**config.mk**
```make
export PLATFORM = sky130hd
export DESIGN_NAME = ram_arbiter_flat
export DESIGN_NICKNAME = d
export VERILOG_FILES = /design/src/rtl/ram_arbiter_if.sv /design/src/rtl/ram_arbiter.sv /design/src/flat_wrapper.sv
export SDC_FILE = /design/constraint.sdc
export NUM_CORES = 1
export LEC_CHECK = 0
export ABC_AREA = 1
export BUFFER_PORTS_ARGS = -buffer_cell sky130_fd_sc_hd__buf_2
export CAP_MARGIN = 40
export CORE_MARGIN = 2
export CORE_UTILIZATION = 45
export CTS_CLUSTER_SIZE = 10
export DETAILED_ROUTE_END_ITERATION = 10
export PLACE_DENSITY = 0.76
export RECOVER_POWER = 25
export SLEW_MARGIN = 0
export SYNTH_ARGS = -nofsm -noshare
export SYNTH_HDL_FRONTEND = slang
export SYNTH_SLANG_ARGS = --single-unit
```
**constraint.sdc**
```tcl
create_clock -name clk -period 1.9 [get_ports clk]
set_input_delay 0.19 -clock clk [delete_from_list [all_inputs] [get_ports clk]]
set_output_delay 0.19 -clock clk [all_outputs]
set_load 0.02 [all_outputs]
```
**src/rtl/ram_arbiter_if.sv**
```systemverilog
// ram_arbiter_if: requester ports 0/1, RAM bus and status signals of ram_arbiter.
// The slave modport is the arbiter's view; the master modport is the side that
// drives requests and hosts the RAM.
// Optional feature macro: RAM_ARB_FAULT_EN adds the fault0/fault1 outputs.
`timescale 1ns/1ps
interface ram_arbiter_if #(
    parameter int ADDR_W = 16,
    parameter int DATA_W = 8
);
    logic              req0;
    logic              wr0;
    logic [ADDR_W-1:0] addr0;
    logic [DATA_W-1:0] wdata0;
    logic              ack0;
    logic [DATA_W-1:0] rdata0;

    logic              req1;
    logic              wr1;
    logic [ADDR_W-1:0] addr1;
    logic [DATA_W-1:0] wdata1;
    logic              ack1;
    logic [DATA_W-1:0] rdata1;

    logic [ADDR_W-1:0] ram_a;
    logic [DATA_W-1:0] ram_d;
    logic              ram_re;
    logic              ram_we;
    logic [DATA_W-1:0] ram_q;

    logic              busy;

`ifdef RAM_ARB_FAULT_EN
    logic              fault0;
    logic              fault1;

    modport slave (
        input  req0, wr0, addr0, wdata0,
        input  req1, wr1, addr1, wdata1,
        input  ram_q,
        output ack0, rdata0, ack1, rdata1,
        output ram_a, ram_d, ram_re, ram_we,
        output busy, fault0, fault1
    );

    modport master (
        output req0, wr0, addr0, wdata0,
        output req1, wr1, addr1, wdata1,
        output ram_q,
        input  ack0, rdata0, ack1, rdata1,
        input  ram_a, ram_d, ram_re, ram_we,
        input  busy, fault0, fault1
    );
`else
    modport slave (
        input  req0, wr0, addr0, wdata0,
        input  req1, wr1, addr1, wdata1,
        input  ram_q,
        output ack0, rdata0, ack1, rdata1,
        output ram_a, ram_d, ram_re, ram_we,
        output busy
    );

    modport master (
        output req0, wr0, addr0, wdata0,
        output req1, wr1, addr1, wdata1,
        output ram_q,
        input  ack0, rdata0, ack1, rdata1,
        input  ram_a, ram_d, ram_re, ram_we,
        input  busy
    );
`endif
endinterface

```
**src/rtl/ram_arbiter.sv**
```systemverilog
// ram_arbiter: round-robin arbiter and sequencer between the CPU path (port 0)
// and the DMA/loader path (port 1) in front of the LSU's registered 32K x 8 RAM.
// Every access walks IDLE -> ISSUE -> CAPTURE -> DONE, so one access completes
// every 4 cycles with a single-cycle ack to the winning port.
// Optional feature macro: RAM_ARB_FAULT_EN -- out-of-range accesses are not
// issued to the RAM, reads return all ones and fault0/fault1 pulse with the ack.
`timescale 1ns/1ps
module ram_arbiter #(
    parameter int ADDR_W   = 16,
    parameter int DATA_W   = 8,
    parameter int RAM_SIZE = 32768
) (
    input  logic         clk,
    input  logic         rst,
    ram_arbiter_if.slave bus
);

    typedef enum logic [1:0] {
        IDLE    = 2'd0,
        ISSUE   = 2'd1,
        CAPTURE = 2'd2,
        DONE    = 2'd3
    } state_t;

    state_t            r_state;
    state_t            w_stateNxt;
    logic              r_grant;
    logic              w_grantNxt;
    logic              r_lastGrant;
    logic              w_lastGrantNxt;
    logic              r_wr;
    logic              w_wrNxt;
    logic              r_oor;
    logic              w_oorNxt;
    logic [ADDR_W-1:0] r_ramA;
    logic [ADDR_W-1:0] w_ramANxt;
    logic [DATA_W-1:0] r_ramD;
    logic [DATA_W-1:0] w_ramDNxt;
    logic              r_ramRe;
    logic              w_ramReNxt;
    logic              r_ramWe;
    logic              w_ramWeNxt;
    logic              r_ack0;
    logic              w_ack0Nxt;
    logic              r_ack1;
    logic              w_ack1Nxt;
    logic [DATA_W-1:0] r_rdata0;
    logic [DATA_W-1:0] w_rdata0Nxt;
    logic [DATA_W-1:0] r_rdata1;
    logic [DATA_W-1:0] w_rdata1Nxt;
    logic              r_busy;
    logic              w_busyNxt;

    logic              w_sel;
    logic              w_selWr;
    logic [ADDR_W-1:0] w_selAddr;
    logic [DATA_W-1:0] w_selData;
    logic              w_selOor;
    logic [DATA_W-1:0] w_capData;

    // A RAM larger than the address space could never be fully reached
    if (longint'(RAM_SIZE) > (longint'(1) << ADDR_W)) begin : g_ramSizeCheck
        $error("ram_arbiter: RAM_SIZE exceeds the ADDR_W address space");
    end

    // Round-robin pick: a lone request wins outright, a tie goes to the port
    // that did not win last time (last_grant resets to 1 so port 0 wins first)
    assign w_sel     = (bus.req0 && bus.req1) ? ~r_lastGrant : bus.req1;
    assign w_selWr   = w_sel ? bus.wr1    : bus.wr0;
    assign w_selAddr = w_sel ? bus.addr1  : bus.addr0;
    assign w_selData = w_sel ? bus.wdata1 : bus.wdata0;

`ifdef RAM_ARB_FAULT_EN
    localparam logic [ADDR_W:0] LP_RAM_SIZE = (ADDR_W + 1)'(RAM_SIZE);
    assign w_selOor = ({1'b0, w_selAddr} >= LP_RAM_SIZE);
`else
    assign w_selOor = 1'b0;
`endif

    // Suppressed out-of-range reads return all ones instead of RAM data
    assign w_capData = r_oor ? {DATA_W{1'b1}} : bus.ram_q;

    // Next-state and next-output logic; registers hold unless a state changes them
    always_comb begin
        w_stateNxt     = r_state;
        w_grantNxt     = r_grant;
        w_lastGrantNxt = r_lastGrant;
        w_wrNxt        = r_wr;
        w_oorNxt       = r_oor;
        w_ramANxt      = r_ramA;
        w_ramDNxt      = r_ramD;
        w_rdata0Nxt    = r_rdata0;
        w_rdata1Nxt    = r_rdata1;
        w_ramReNxt     = 1'b0;
        w_ramWeNxt     = 1'b0;
        w_ack0Nxt      = 1'b0;
        w_ack1Nxt      = 1'b0;

        case (r_state)
            IDLE: begin
                if (bus.req0 || bus.req1) begin
                    w_grantNxt     = w_sel;
                    w_lastGrantNxt = w_sel;
                    w_wrNxt        = w_selWr;
                    w_oorNxt       = w_selOor;
                    w_ramANxt      = w_selAddr;
                    w_ramDNxt      = w_selData;
                    w_ramWeNxt     = w_selWr && !w_selOor;
                    w_ramReNxt     = !w_selWr && !w_selOor;
                    w_stateNxt     = ISSUE;
                end
            end
            ISSUE: begin
                w_stateNxt = CAPTURE;
            end
            CAPTURE: begin
                if (!r_wr) begin
                    if (r_grant) begin
                        w_rdata1Nxt = w_capData;
                    end else begin
                        w_rdata0Nxt = w_capData;
                    end
                end
                w_ack0Nxt  = !r_grant;
                w_ack1Nxt  = r_grant;
                w_stateNxt = DONE;
            end
            DONE: begin
                w_stateNxt = IDLE;
            end
            default: begin
                w_stateNxt = IDLE;
            end
        endcase

        w_busyNxt = (w_stateNxt != IDLE);
    end

    // State and output registers; a synchronous reset aborts any access in flight
    always_ff @(posedge clk) begin
        if (rst) begin
            r_state     <= IDLE;
            r_grant     <= 1'b0;
            r_lastGrant <= 1'b1;
            r_wr        <= 1'b0;
            r_oor       <= 1'b0;
            r_ramA      <= '0;
            r_ramD      <= '0;
            r_ramRe     <= 1'b0;
            r_ramWe     <= 1'b0;
            r_ack0      <= 1'b0;
            r_ack1      <= 1'b0;
            r_rdata0    <= '0;
            r_rdata1    <= '0;
            r_busy      <= 1'b0;
        end else begin
            r_state     <= w_stateNxt;
            r_grant     <= w_grantNxt;
            r_lastGrant <= w_lastGrantNxt;
            r_wr        <= w_wrNxt;
            r_oor       <= w_oorNxt;
            r_ramA      <= w_ramANxt;
            r_ramD      <= w_ramDNxt;
            r_ramRe     <= w_ramReNxt;
            r_ramWe     <= w_ramWeNxt;
            r_ack0      <= w_ack0Nxt;
            r_ack1      <= w_ack1Nxt;
            r_rdata0    <= w_rdata0Nxt;
            r_rdata1    <= w_rdata1Nxt;
            r_busy      <= w_busyNxt;
        end
    end

`ifdef RAM_ARB_FAULT_EN
    logic r_fault0;
    logic r_fault1;

    // Fault flags pulse together with the ack of a suppressed out-of-range access
    always_ff @(posedge clk) begin
        if (rst) begin
            r_fault0 <= 1'b0;
            r_fault1 <= 1'b0;
        end else begin
            r_fault0 <= w_ack0Nxt && r_oor;
            r_fault1 <= w_ack1Nxt && r_oor;
        end
    end

    assign bus.fault0 = r_fault0;
    assign bus.fault1 = r_fault1;
`endif

    assign bus.ram_a  = r_ramA;
    assign bus.ram_d  = r_ramD;
    assign bus.ram_re = r_ramRe;
    assign bus.ram_we = r_ramWe;
    assign bus.ack0   = r_ack0;
    assign bus.ack1   = r_ack1;
    assign bus.rdata0 = r_rdata0;
    assign bus.rdata1 = r_rdata1;
    assign bus.busy   = r_busy;

endmodule
```
**src/flat_wrapper.sv**
```systemverilog
// flat-port wrapper written by rule: the top's interface ports become plain ports
module ram_arbiter_flat 
#(
    parameter int ADDR_W   = 16,
    parameter int DATA_W   = 8,
    parameter int RAM_SIZE = 32768
)
  (clk, rst, bus_req0, bus_wr0, bus_addr0, bus_wdata0, bus_req1, bus_wr1, bus_addr1, bus_wdata1, bus_ram_q, bus_ack0, bus_rdata0, bus_ack1, bus_rdata1, bus_ram_a, bus_ram_d, bus_ram_re, bus_ram_we, bus_busy);
  ram_arbiter_if #(.ADDR_W(ADDR_W), .DATA_W(DATA_W)) bus_i ();
  input  logic clk;
  input  logic rst;
  input wire logic [$bits(bus_i.req0)-1:0] bus_req0;
  input wire logic [$bits(bus_i.wr0)-1:0] bus_wr0;
  input wire logic [$bits(bus_i.addr0)-1:0] bus_addr0;
  input wire logic [$bits(bus_i.wdata0)-1:0] bus_wdata0;
  input wire logic [$bits(bus_i.req1)-1:0] bus_req1;
  input wire logic [$bits(bus_i.wr1)-1:0] bus_wr1;
  input wire logic [$bits(bus_i.addr1)-1:0] bus_addr1;
  input wire logic [$bits(bus_i.wdata1)-1:0] bus_wdata1;
  input wire logic [$bits(bus_i.ram_q)-1:0] bus_ram_q;
  output wire logic [$bits(bus_i.ack0)-1:0] bus_ack0;
  output wire logic [$bits(bus_i.rdata0)-1:0] bus_rdata0;
  output wire logic [$bits(bus_i.ack1)-1:0] bus_ack1;
  output wire logic [$bits(bus_i.rdata1)-1:0] bus_rdata1;
  output wire logic [$bits(bus_i.ram_a)-1:0] bus_ram_a;
  output wire logic [$bits(bus_i.ram_d)-1:0] bus_ram_d;
  output wire logic [$bits(bus_i.ram_re)-1:0] bus_ram_re;
  output wire logic [$bits(bus_i.ram_we)-1:0] bus_ram_we;
  output wire logic [$bits(bus_i.busy)-1:0] bus_busy;
  assign bus_i.req0 = bus_req0;
  assign bus_i.wr0 = bus_wr0;
  assign bus_i.addr0 = bus_addr0;
  assign bus_i.wdata0 = bus_wdata0;
  assign bus_i.req1 = bus_req1;
  assign bus_i.wr1 = bus_wr1;
  assign bus_i.addr1 = bus_addr1;
  assign bus_i.wdata1 = bus_wdata1;
  assign bus_i.ram_q = bus_ram_q;
  assign bus_ack0 = bus_i.ack0;
  assign bus_rdata0 = bus_i.rdata0;
  assign bus_ack1 = bus_i.ack1;
  assign bus_rdata1 = bus_i.rdata1;
  assign bus_ram_a = bus_i.ram_a;
  assign bus_ram_d = bus_i.ram_d;
  assign bus_ram_re = bus_i.ram_re;
  assign bus_ram_we = bus_i.ram_we;
  assign bus_busy = bus_i.busy;
  ram_arbiter #(.ADDR_W(ADDR_W), .DATA_W(DATA_W), .RAM_SIZE(RAM_SIZE)) u_core (.clk(clk), .rst(rst), .bus(bus_i));
endmodule
```
==> results of run 1 <==
how the worst min path moves through the flow:
stage	to	slack, ns
floorplan	u_core.r_grant$_SDFFE_PP0P_	0.25
global placement	u_core.r_grant$_SDFFE_PP0P_	0.42
detailed placement	u_core.r_grant$_SDFFE_PP0P_	0.43
CTS	u_core.r_grant$_SDFFE_PP0P_	0.1
global route	u_core.bus.rdata1[4]$_SDFFE_PP0P_	0.13
finish	u_core.bus.rdata1[7]$_SDFFE_PP0P_	0.13
cell type report:
class                           count  area, µm²
Tap cell                           70       87.6
Timing Repair Buffer              108        532
Multi-Input combinational cell    250       1190
Clock inverter                      3       25.0
Fill cell                         509       2150
Sequential cell                    50       1000
Clock buffer                        5       68.8
Inverter                           32        120
kinds of logic (layout without fill, tap and decap cells):
kind of cell             after synthesis  count (layout)
AO/OA/AOI/OAI                         44              44
adder cells (fa/ha/maj)                3               3
buffers and inverters                 51             148
flip-flops                            50              50
AND/OR/NAND/NOR                      203             203
flip-flops by register name, summed over array words and instances (netlist names):
register            flops
u_core.r_state          2
u_core.bus.ack0         1
u_core.r_grant          1
u_core.r_wr             1
u_core.bus.ack1         1
u_core.bus.ram_d        8
u_core.bus.ram_we       1
u_core.bus.ram_a       16
u_core.bus.busy         1
u_core.r_lastGrant      1
u_core.bus.rdata0       8
u_core.bus.ram_re       1
u_core.bus.rdata1       8
cells in the mapped netlist (all sizes together):
library cell,number
nor2,88
nand2,86
dfxtp,50
inv,32
nand3,29
a21boi,24
o21ai,18
buf,16
clkbuf,3
ha,3
a21oi,2
routing by layer:
layer	vias up	track usage	routed length [µm]
li1	1275	-	-
met1	1065	0.227	2540
met2	82	0.334	2640
met3	6	0.0558	474
met4	0	0.0554	54
met5	-	0	0
worst register-to-register path, delay by kind of cell (launching register included):
kind,cells,cell delay (ns)
AND/OR/NAND/NOR,4,0.59
flip-flops,1,0.31
adder cells (fa/ha/maj),1,0.31
buffers and inverters,2,0.21
power by group:
group          switching (µW)  internal (µW)
Combinational            1350            696
Clock                     368            266
Sequential                164           1390
stage by stage:
stage	cell area, µm²	hold WS (ns)	cells
after detailed placement	2960	0.431	510
after global placement	2960	0.424	510
final	3030	0.126	518
after floorplan	2450	0.252	351
after global routing	3030	0.131	518
after CTS	3050	0.0962	518
==> flow_summary.yaml, run 1 <==
clock_network:
  clk_latency_ns: 0.31
  cts_tree: "yes"
  ctsResizeCount: 0
  htree_num_levels: 2
  cts_sinks: 50
  hold_buffers: 0
  root_buffer: "clkbuf_8"
  numCtsBuffers: 5
  post_cts_buffers: 0
  cts_max_path_buffers: 2
  clkSlewWorstSetupHoldPaths_ns: 0.10
min_path:
  hold_path_class: "in -> reg"
  hold_path_depth: 3
  hp-start: "bus_ram_q[7]"
logic_synthesis:
  netlist.top_cell.by_area: "dfxtp_1"
  muxShareOfSynthArea: 0
  yosys-top-cells-area: "dfxtp_1 41%, nor2_1 13%, nand2_1 13%"
  syn_area_mm2: 0.00245
  synth-compound-area-share: 0.129
  synthXorXnorAreaFrac: 0
  ys_ff_latch: 50
  ys_warn_count: 0
  yosysUniqueCellTypes: 24
  yosysTopAreaCellShare: 0.408
  synth_top_family_by_area: "simple AND/OR/NAND/NOR gates"
  synthAdderAreaFrac: 0.0153
  synthSimpleGateAreaFrac: 0.341
  syn_avg_cell_area_um2: 6.99
  syn_nets: 416
  syn_inst: 351
  seq_area_frac_synth: 0.408
floorplan:
  io-pin-count: 107
  die-area_mm2: 0.00606
  core-area_mm2: 0.00517
  fp.dieH_um: 77.9
  fp.dieW_um: 77.9
  start_util: 0.475
  rows: 26
timing:
  final_hold_viol_count: 0
  relSlewSlack: 0.154
  setup_slack_ns: 0.367
  maxSlewViolCount: 0
  finClkSkew_ns: 0.0112
  final.setup.tns_ns: 0
  fmax_mhz: 652
  tightest_slew_ns: 1.27
  min_period_ns: 1.53
  period_share: 0.807
  rsz0062_at_grt: "no"
  setup_viol: 0
placed_design:
  port-buffer-count: 106
  place.gp.congestion: 0.777
  place_ws_ns: 0.393
  dp_hpwl_um: 4090
power_and_ir_drop:
  power.density_mw_per_mm2: 1400
  power_uw: 4230
  total_leakage_power_uw: 0.00157
  ir_drop_v: 0.000610
route:
  wirelength_um: 5700
  avgViaCountPerCell: 4.69
  dr.pass1.iters: 6
  drc: 0
  routed-via-count: 2428
  wire_per_inst_um: 11.0
  dr.first_iter.drc_count: 90
  antenna_left: 0
grt:
  grt_pass1_vias: 2229
  grt_pass1_wl_um: 9530
  track_usage: 0.192
  grt-ovfl-total: 0
  antenna_found_initial: 0
  grt_max_degree: 52
setup_path:
  cp_max_fo: 25
  r2r_end: "u_core.bus.ram_a[14]$_SDFFE_PP0P_"
  max_stage_delay_ns: 0.33
  crit_slowest_cell: "nor2_8"
  crit_family: "simple AND/OR/NAND/NOR gates"
  start_kind: "register"
  worst_ep_required_time_ns: 2.10
  cp_cell_sequence: "inv_1 -> ha_1 -> inv_2 -> nor2_8 -> nand2_1 -> nor2_1 -> nor2_1"
  crit_type: "reg -> reg"
  crit_end: "u_core.bus.ram_a[14]$_SDFFE_PP0P_"
  reg2reg_depth: 7
  reg2reg_from: "u_core.r_state[0]$_SDFF_PP0_"
  end_kind: "register"
  critPathMostFrequentCell: "nor2_1"
  critical_path_depth: 7
  worstSetupStartpoint: "u_core.r_state[0]$_SDFF_PP0_"
  cp.arrival_ns: 1.73
  cp.buffers_inverters: 2
  r2r_setup_slack_ns: 0.37
final_layout:
  antennaDiodeCount: 0
  area_growth_pct: 23.3
  final_util: 0.585
  drive_gt1_frac: 0.248
  final_nets: 512
  final_cell_mix: "85 x nor2_1, 85 x buf_2, 83 x nand2_1"
run_status:
  status: "complete, no violations"
job:
  cap_violations: 0
(Power assumes the default switching activity.)
==> inputs of run 2 (changes only) <==
--- a/config.mk
+++ b/config.mk
@@ -9,7 +9,7 @@
 export BUFFER_PORTS_ARGS = -buffer_cell sky130_fd_sc_hd__buf_2
 export CAP_MARGIN = 40
 export CORE_MARGIN = 2
-export CORE_UTILIZATION = 45
+export CORE_UTILIZATION = 43
 export CTS_CLUSTER_SIZE = 10
 export DETAILED_ROUTE_END_ITERATION = 10
 export PLACE_DENSITY = 0.76
==> constraint.sdc (replaced) <==
create_clock -name clk -period 1.3 [get_ports clk]
set_input_delay 0.13 -clock clk [delete_from_list [all_inputs] [get_ports clk]]
set_output_delay 0.13 -clock clk [all_outputs]
set_load 0.02 [all_outputs]
==> flow_summary.yaml, run 2 (synthesis gave the netlist of run 1 again) <==
grt:
  grt-ovfl-total: 0
  grt_pass1_wl_um: 9630
  track_usage: 0.188
  antenna_found_initial: 0
  grt_pass1_vias: 2224
  grt_max_degree: 42
timing:
  final_hold_viol_count: 0
  tightest_slew_ns: 0.745
  rsz0062_at_grt: "yes"
  period_share: 0.963
  setup_viol: 0
  finClkSkew_ns: 0.00642
  fmax_mhz: 799
  maxSlewViolCount: 0
  min_period_ns: 1.25
  relSlewSlack: 0.503
placed_design:
  port-buffer-count: 106
  dp_hpwl_um: 4450
  place.gp.congestion: 0.785
  dp.cells: 525
setup_path:
  cp.arrival_ns: 1.45
  critPathMostFrequentCell: "nor2_1"
  cp_cell_sequence: "inv_2 -> ha_4 -> inv_4 -> nor2_8 -> clkbuf_16 -> nand2_2 -> nor2_1 -> nor2_1"
  max_stage_delay_ns: 0.34
  cp_max_fo: 5
  worst_ep_required_time_ns: 1.50
  crit_type: "reg -> reg"
  crit_slowest_cell: "dfxtp_2"
  end_kind: "register"
  start_kind: "register"
final_layout:
  antennaDiodeCount: 0
  layout_commonest_cell: "buf_2"
  instances_no_fill: 536
  final_nets: 528
  final_cell_mix: "106 x buf_2, 77 x nor2_1, 73 x nand2_1"
  area_growth_pct: 38.7
  final_util: 0.618
  drive_gt1_frac: 0.379
  largest_reg_flops: 16
clock_network:
  htree_num_levels: 2
  root_buffer: "clkbuf_8"
  clk_latency_ns: 0.30
  numCtsBuffers: 5
  cts_max_path_buffers: 2
  cts_sinks: 50
  cts_tree: "yes"
  clkSlewWorstSetupHoldPaths_ns: 0.09
  post_cts_buffers: 0
power_and_ir_drop:
  total_leakage_power_uw: 0.00177
  power_uw: 7190
  power.density_mw_per_mm2: 2110
  ir_drop_v: 0.00109
route:
  wirelength_um: 6240
  antenna_left: 0
  avgViaCountPerCell: 4.61
  drc: 0
  wire_per_inst_um: 11.6
  dr.first_iter.drc_count: 68
  routed-via-count: 2470
  dr.pass1.iters: 4
job:
  cap_violations: 0
floorplan:
  fp.dieH_um: 79.6
  io-pin-count: 107
  fp.dieW_um: 79.6
  rows: 27
  start_util: 0.446
  die-area_mm2: 0.00633
  core-area_mm2: 0.00551
min_path:
  hold_path_class: "in -> reg"
run_status:
  status: "complete, no violations"
run 2: what timing repair did:
item | CTS | global route
hold buffers | 0 | 0
resized for setup | 4 | 42
gates cloned | 0 | 3
pin swaps | 0 | 21
setup endpoints to repair | 13 | 43
run 2: critical path, delay by kind of cell, from the launching register on:
| family | cells | cell delay [ns] |
|---|---|---|
| flops | 1 | 0.34 |
| buf+inv | 3 | 0.30 |
| simple gates | 4 | 0.33 |
| fa+ha+maj | 1 | 0.18 |
run 2: area by class of cell:
type / instances / area (µm²)
Inverter: 32 / 123
Tap cell: 72 / 90.1
Clock inverter: 3 / 45.0
Clock buffer: 5 / 68.8
Multi-Input combinational cell: 251 / 1300
Timing Repair Buffer: 123 / 772
Fill cell: 516 / 2100
Sequential cell: 50 / 1000
run 2: final timing paths:
kind | cells after the start | to | slack [ns] | startpoint
worst max register to register | 8 | u_core.bus.ram_d[7]$_SDFFE_PP0P_ | 0.05 | u_core.r_state[1]$_SDFF_PP0_
worst min register to register | 2 | u_core.bus.rdata0[7]$_SDFFE_PP0P_ | 0.49 | u_core.bus.rdata0[7]$_SDFFE_PP0P_
worst max-delay path | 8 | u_core.bus.ram_d[7]$_SDFFE_PP0P_ | 0.05 | u_core.r_state[1]$_SDFF_PP0_
worst min-delay path | 2 | u_core.r_grant$_SDFFE_PP0P_ | 0.06 | rst
run 2: through the flow:
| step | worst slack (ns) | setup TNS (ns) | area [µm²] | hold slack [ns] |
|---|---|---|---|---|
| after floorplan | 0.0146 | 0 | 2450 | 0.192 |
| after global placement | 0.0320 | 0 | 3120 | 0.373 |
| after detailed placement | -0.00829 | -0.0153 | 3120 | 0.374 |
| after CTS | 0.00814 | 0 | 3240 | 0.0484 |
| after global routing | -0.0263 | -0.231 | 3400 | 0.0445 |
| final | 0.0482 | 0 | 3400 | 0.0581 |
run 2: metal layers:
metal | vias to the layer above | global-route usage | routed length [µm]
met2 | 75 | 0.339 | 3100
li1 | 1312 | - | -
met4 | 0 | 0.0534 | 76
met5 | - | 0 | 0
met1 | 1076 | 0.216 | 2630
met3 | 7 | 0.0520 | 428
run 2: power by group:
part	switching, µW	internal [µW]	total [µW]
registers	243	2030	2280
clock network	526	573	1100
logic	2240	1570	3810
